<file path="src/rtl/alu_seq.sv">
// Registered ALU with valid/ready on both sides. Single-cycle ops finish in one
// clock; mul/divu/remu iterate one bit per clock over a shared hi/lo register pair.
module alu_seq #(
    parameter int WIDTH = 32
) (
    input  logic             clk,
    input  logic             reset,
    input  logic             in_valid,
    output logic             in_ready,
    input  logic [WIDTH-1:0] srca,
    input  logic [WIDTH-1:0] srcb,
    input  logic [3:0]       alu_op,
    output logic             out_valid,
    input  logic             out_ready,
    output logic [WIDTH-1:0] result,
    output logic             zero,
    output logic             negative,
    output logic             carryout,
    output logic             overflow,
    output logic [1:0]       dbg_state
);
    localparam int SHW = $clog2(WIDTH);
    localparam logic [SHW:0] LAST = (SHW+1)'(WIDTH - 1);

    localparam logic [3:0] OP_ADD  = 4'b0000;
    localparam logic [3:0] OP_SUB  = 4'b0001;
    localparam logic [3:0] OP_AND  = 4'b0010;
    localparam logic [3:0] OP_OR   = 4'b0011;
    localparam logic [3:0] OP_XOR  = 4'b0100;
    localparam logic [3:0] OP_LSL  = 4'b0101;
    localparam logic [3:0] OP_LSR  = 4'b0110;
    localparam logic [3:0] OP_MOV  = 4'b0111;
    localparam logic [3:0] OP_MUL  = 4'b1000;
    localparam logic [3:0] OP_ASR  = 4'b1001;
    localparam logic [3:0] OP_SLTU = 4'b1010;
    localparam logic [3:0] OP_SLT  = 4'b1011;
    localparam logic [3:0] OP_DIVU = 4'b1100;
    localparam logic [3:0] OP_ASL  = 4'b1101;
    localparam logic [3:0] OP_REMU = 4'b1110;

    typedef enum logic [1:0] {
        IDLE = 2'd0,
        BUSY = 2'd1,
        DONE = 2'd2
    } state_t;

    state_t           state;
    logic [3:0]       op_q;
    logic [WIDTH-1:0] hi;
    logic [WIDTH-1:0] lo;
    logic [WIDTH-1:0] opnd;
    logic [SHW:0]     count;

    assign dbg_state = state;

    // Single-cycle datapath, evaluated on the live inputs at accept time.
    logic [WIDTH:0]   sum;
    logic [WIDTH:0]   diff;
    logic [WIDTH-1:0] s_res;
    logic             s_c;
    logic             s_v;
    logic             s_valid;
    logic             start_iter;

    always_comb begin
        sum     = {1'b0, srca} + {1'b0, srcb};
        diff    = {1'b0, srca} - {1'b0, srcb};
        s_res   = '0;
        s_c     = 1'b0;
        s_v     = 1'b0;
        s_valid = 1'b1;
        case (alu_op)
            OP_ADD: begin
                s_res = sum[WIDTH-1:0];
                s_c   = sum[WIDTH];
                s_v   = (srca[WIDTH-1] == srcb[WIDTH-1]) && (sum[WIDTH-1] != srca[WIDTH-1]);
            end
            OP_SUB: begin
                s_res = diff[WIDTH-1:0];
                s_c   = ~diff[WIDTH];
                s_v   = (srca[WIDTH-1] != srcb[WIDTH-1]) && (diff[WIDTH-1] != srca[WIDTH-1]);
            end
            OP_AND:  s_res = srca & srcb;
            OP_OR:   s_res = srca | srcb;
            OP_XOR:  s_res = srca ^ srcb;
            OP_LSL,
            OP_ASL:  s_res = srca << srcb[SHW-1:0];
            OP_LSR:  s_res = srca >> srcb[SHW-1:0];
            OP_MOV:  s_res = srcb;
            OP_ASR:  s_res = WIDTH'($signed(srca) >>> srcb[SHW-1:0]);
            OP_SLTU: s_res = {{(WIDTH-1){1'b0}}, srca < srcb};
            OP_SLT:  s_res = {{(WIDTH-1){1'b0}}, $signed(srca) < $signed(srcb)};
            OP_DIVU: s_res = '1;     // only reached when srcb == 0
            OP_REMU: s_res = srca;   // only reached when srcb == 0
            default: s_valid = 1'b0;
        endcase
        start_iter = (alu_op == OP_MUL) ||
                     (((alu_op == OP_DIVU) || (alu_op == OP_REMU)) && (srcb != '0));
    end

    // One iteration step: shift-add multiply or restoring divide on {hi, lo}.
    logic [WIDTH:0]   msum;
    logic [WIDTH:0]   trial;
    logic [WIDTH-1:0] n_hi;
    logic [WIDTH-1:0] n_lo;
    logic [WIDTH-1:0] m_res;
    logic             m_c;

    always_comb begin
        msum  = {1'b0, hi} + (lo[0] ? {1'b0, opnd} : '0);
        trial = {hi, lo[WIDTH-1]} - {1'b0, opnd};
        m_c   = 1'b0;
        if (op_q == OP_MUL) begin
            n_hi  = msum[WIDTH:1];
            n_lo  = {msum[0], lo[WIDTH-1:1]};
            m_res = n_lo;
            m_c   = (n_hi != '0);
        end else begin
            if (!trial[WIDTH]) begin
                n_hi = trial[WIDTH-1:0];
                n_lo = {lo[WIDTH-2:0], 1'b1};
            end else begin
                n_hi = {hi[WIDTH-2:0], lo[WIDTH-1]};
                n_lo = {lo[WIDTH-2:0], 1'b0};
            end
            m_res = (op_q == OP_REMU) ? n_hi : n_lo;
        end
    end

    always_ff @(posedge clk or posedge reset) begin
        if (reset) begin
            state     <= IDLE;
            in_ready  <= 1'b1;
            out_valid <= 1'b0;
            result    <= '0;
            zero      <= 1'b0;
            negative  <= 1'b0;
            carryout  <= 1'b0;
            overflow  <= 1'b0;
            count     <= '0;
            op_q      <= '0;
            hi        <= '0;
            lo        <= '0;
            opnd      <= '0;
        end else begin
            case (state)
                IDLE: begin
                    if (in_valid) begin
                        op_q     <= alu_op;
                        in_ready <= 1'b0;
                        if (start_iter) begin
                            // mul walks B's bits in lo; divide shifts the dividend out of lo
                            hi    <= '0;
                            lo    <= (alu_op == OP_MUL) ? srcb : srca;
                            opnd  <= (alu_op == OP_MUL) ? srca : srcb;
                            count <= '0;
                            state <= BUSY;
                        end else begin
                            result    <= s_res;
                            zero      <= s_valid && (s_res == '0);
                            negative  <= s_valid && s_res[WIDTH-1];
                            carryout  <= s_c;
                            overflow  <= s_v;
                            out_valid <= 1'b1;
                            state     <= DONE;
                        end
                    end
                end
                BUSY: begin
                    hi    <= n_hi;
                    lo    <= n_lo;
                    count <= count + 1'b1;
                    if (count == LAST) begin
                        result    <= m_res;
                        zero      <= (m_res == '0);
                        negative  <= m_res[WIDTH-1];
                        carryout  <= m_c;
                        overflow  <= 1'b0;
                        out_valid <= 1'b1;
                        count     <= '0;
                        state     <= DONE;
                    end
                end
                DONE: begin
                    if (out_ready) begin
                        out_valid <= 1'b0;
                        in_ready  <= 1'b1;
                        state     <= IDLE;
                    end
                end
                default: state <= IDLE;
            endcase
        end
    end
endmodule
</file>
<file path="config.mk">
export PLATFORM = sky130hd
export DESIGN_NAME = alu_seq
export DESIGN_NICKNAME = d
export VERILOG_FILES = /design/src/rtl/alu_seq.sv
export SDC_FILE = /design/constraint.sdc
export NUM_CORES = 1
export LEC_CHECK = 0
export CAP_MARGIN = 10
export CORE_ASPECT_RATIO = 0.9
export CORE_MARGIN = 2
export CORE_UTILIZATION = 25
export CTS_CLUSTER_SIZE = 24
export DETAILED_ROUTE_END_ITERATION = 7
export GPL_TIMING_DRIVEN = 0
export MAX_ROUTING_LAYER = met4
export PLACE_DENSITY = 0.41
export SYNTH_ARGS = -nofsm -noshare
export SYNTH_HDL_FRONTEND = slang
export SYNTH_SLANG_ARGS = --single-unit
</file>
<file path="constraint.sdc">
create_clock -name clk -period 4.06 [get_ports clk]
set_input_delay 0.406 -clock clk [delete_from_list [all_inputs] [get_ports clk]]
set_output_delay 0.406 -clock clk [all_outputs]
set_load 0.01 [all_outputs]
</file>
==> impl_metrics.json <==
{
  "violations": "negative setup slack",
  "post-dp-hpwl_mm": 119,
  "die_h_um": 289,
  "critical_path.endpoint_type": "flop",
  "finalHoldViolCount": 0,
  "cts_tree": "yes",
  "routedWlPerCell_um": 32.8,
  "finalWorstSetupSlack_ns": -0.471,
  "cts_buffers": 17,
  "run_status": "complete, but fails checks",
  "grt_max_degree": 35,
  "dp_cells": 4435,
  "leakagePower_nw": 11.6,
  "peakVddDrop_mv": 0.418,
  "drive_gt1_share_pct": 19.0,
  "yosysWarnings": 0,
  "power.total_w": 0.0157,
  "nNetsFinal": 3620,
  "synth-edff-count": 0,
  "holdCritPathClass": "in -> async",
  "io_buffers": 111,
  "met1_usage_pct": 40.0,
  "synth_top_area_share_pct": 16.1,
  "fin_skew_ns": 0.0171,
  "ys_top_cells_by_area": "dfrtp_1, ha_1, a21oi_1",
  "grt_first_pass_wirelength_mm": 207,
  "slew_headroom_pct": 15.0,
  "cts_buffer_depth": 2,
  "drtIter0Drc": 3099,
  "ys_ff_latch": 146,
  "cp.required_ns": 4.47,
  "max_freq_mhz": 221,
  "ys_seq_area_share_pct": 16.2,
  "fp.dieArea_um2": 92600,
  "min_period_ns": 4.53,
  "power_density_nw_per_um2": 548,
  "ys.flop_type": "dfrtp_1",
  "synth_area_um2": 22500,
  "setup_viol": 7,
  "post-place-ws_ns": -3.31,
  "cp_data_arrival_time_ns": 4.94,
  "synth.avg_cell_area_um2": 7.16,
  "yosysUniqueCellTypes": 94,
  "ioPinCount": 112,
  "htree_levels": 4,
  "grt_util_met3_pct": 3.66,
  "grt_use_met2_pct": 51.4,
  "seqCellArea_um2": 3670,
  "timing.setup.tns_ns": -0.961,
  "synth_most_common_cell": "nand2_1",
  "yosysTopAreaCell": "dfrtp_1",
  "design.core.area_um2": 89400,
  "multi_input_comb_area_um2": 19000,
  "cts_root_buf": "clkbuf_16",
  "route.detailed.drc": 0,
  "cts.sinks": 146,
  "cp_max_fo": 10,
  "first_pass_iters": 6,
  "ant_nets": 0,
  "overflow": 0,
  "n_fill_cell": 9816,
  "async_flop_share_pct": 100,
  "antenna_found_initial": 7,
  "timing.max_cap.violations": 0,
  "rsz0062_at_grt": "yes",
  "vias": 27900,
  "tightest_slew_ns": 1.27,
  "worstSkewPairLatency_ns": 0.48,
  "gp_congestion": 1.05,
  "slew_viol_final": 0,
  "drt_wl_total_mm": 149,
  "start_util_pct": 25.2,
  "areaGrowthSynthToFinish_pct": 27.1,
  "path_clk_slew_ns": 0.07,
  "reg2reg_depth": 16,
  "fp-row-count": 104,
  "fin_crit_sh_pct": 112,
  "start_kind": "flop",
  "grt_pass1_vias": 26400,
  "post_drt_via_cell_ratio": 6.12,
  "netlist_instances": 3148,
  "crit_type": "reg -> reg",
  "gr-usage-all-layers_pct": 32.2,
  "synthTopCellsByCount": "nand2_1, a21oi_1, nor2_1",
  "finalNonFillerCells": 4550,
  "grt_busiest_layer": "met2",
  "syn-num-nets": 3400,
  "die_x_um": 321
}
[cell usage in the layout, fill, tap and decap left out, types with 21 or more instances in the layout]
master / count
o22ai_1: 32
a21oi_2: 24
o21ai_0: 209
mux2i_1: 63
buf_2: 25
nor2_1: 275
a22oi_1: 26
clkdlybuf4s50_1: 75
ha_1: 152
nand3_1: 51
o31ai_1: 24
clkbuf_2: 43
nand2b_1: 30
inv_1: 134
buf_4: 110
and2_1: 54
nand4_1: 32
o211ai_1: 46
nor2b_1: 22
a21o_1: 35
nand2_1: 385
a211oi_1: 36
a21oi_1: 325
xnor2_1: 36
a22o_1: 24
clkbuf_1: 102
xor2_1: 30
mux2_2: 22
dfrtp_1: 133
clkbuf_4: 21
nor3_1: 54
mux4_2: 47
[sequential cells by signal, indices dropped and copies added, names as in the netlist]
| register | count |
|---|---|
| opnd | 32 |
| hi | 32 |
| overflow | 1 |
| in_ready | 1 |
| op_q | 4 |
| carryout | 1 |
| count | 6 |
| lo | 32 |
| dbg_state | 2 |
| negative | 1 |
| zero | 1 |
| result | 32 |
| out_valid | 1 |
[routing by layer]
layer / vias to the layer above / wire length (um)
li1: 12100 / -
met1: 13900 / 60700
met2: 1506 / 67400
met3: 411 / 10700
met4: 0 / 10300
met5: - / 0
[repair_timing]
item | CTS | global route
setup buffers | 58 | 33
hold buffers | 0 | 0
cloned | 1 | 0
resized for setup | 497 | 170
setup endpoints to repair | 141 | 118
hold endpoints to repair | 0 | 0
pin swaps | 60 | 28
[cell type report]
| class | instances | area share [%] |
|---|---|---|
| timing repair buffer | 213 | 6.94 |
| antenna | 3 | 0.0262 |
| clock inverter | 12 | 0.345 |
| multi-input combinational | 2604 | 66.4 |
| buffer | 241 | 4.88 |
| inverter | 145 | 2.00 |
| sequential | 146 | 12.8 |
| tap | 1166 | 5.09 |
| clock buffer | 20 | 1.56 |
[worst max-delay path, cell delays in order (launching register included)]
cell,delay (ns)
dfrtp_1,0.46
ha_1,0.42
a21oi_2,0.21
o21ai_0,0.21
or2_2,0.40
o21ai_4,0.27
a211oi_4,0.13
or2_1,0.27
buf_8,0.17
buf_12,0.13
buf_12,0.14
buf_12,0.15
o311ai_1,0.44
o2111ai_2,0.30
nor4_1,0.32
and4_4,0.28
a221o_1,0.13
[kinds of logic (layout without fill, tap and decap cells)]
logic type,count (synthesis),in the layout,synth area share (%)
compound gates,1107,1107,31.8
simple gates,1095,1095,22.8
buf+inv,398,631,6.88
fa+ha+maj,180,180,10.1
mux,153,153,9.56
flops,146,146,16.2
xor+xnor,69,69,2.68
other cells,0,3,0
[worst paths after layout]
path	endpoint	startpoint	slack (ns)
max	zero	hi[8]	-0.47
min	hi[8]	reset	0.38
max reg2reg	zero	hi[8]	-0.47
min reg2reg	result[20]	result[20]	0.47
max in group asynchronous	in_ready	reset	2.78
min in group clk	result[20]	result[20]	0.47
[through the flow]
| stage | utilization (%) | area [um^2] | hold WS (ns) |
|---|---|---|---|
| final | 32.1 | 28700 | 0.378 |
| after global routing | 32.1 | 28700 | 0.446 |
| after CTS | 31.2 | 27900 | 0.424 |
| after detailed placement | 28.3 | 25300 | 0.460 |
| after global placement | 28.1 | 25100 | 0.461 |
| after floorplan | - | 22600 | 0.451 |
[where the power goes]
| part | internal [W] | switching, W |
|---|---|---|
| clock network | 0.000809 | 0.000766 |
| registers | 0.00210 | 0.000886 |
| logic | 0.00425 | 0.00688 |
Note: power is estimated with default switching activity, not from simulation.
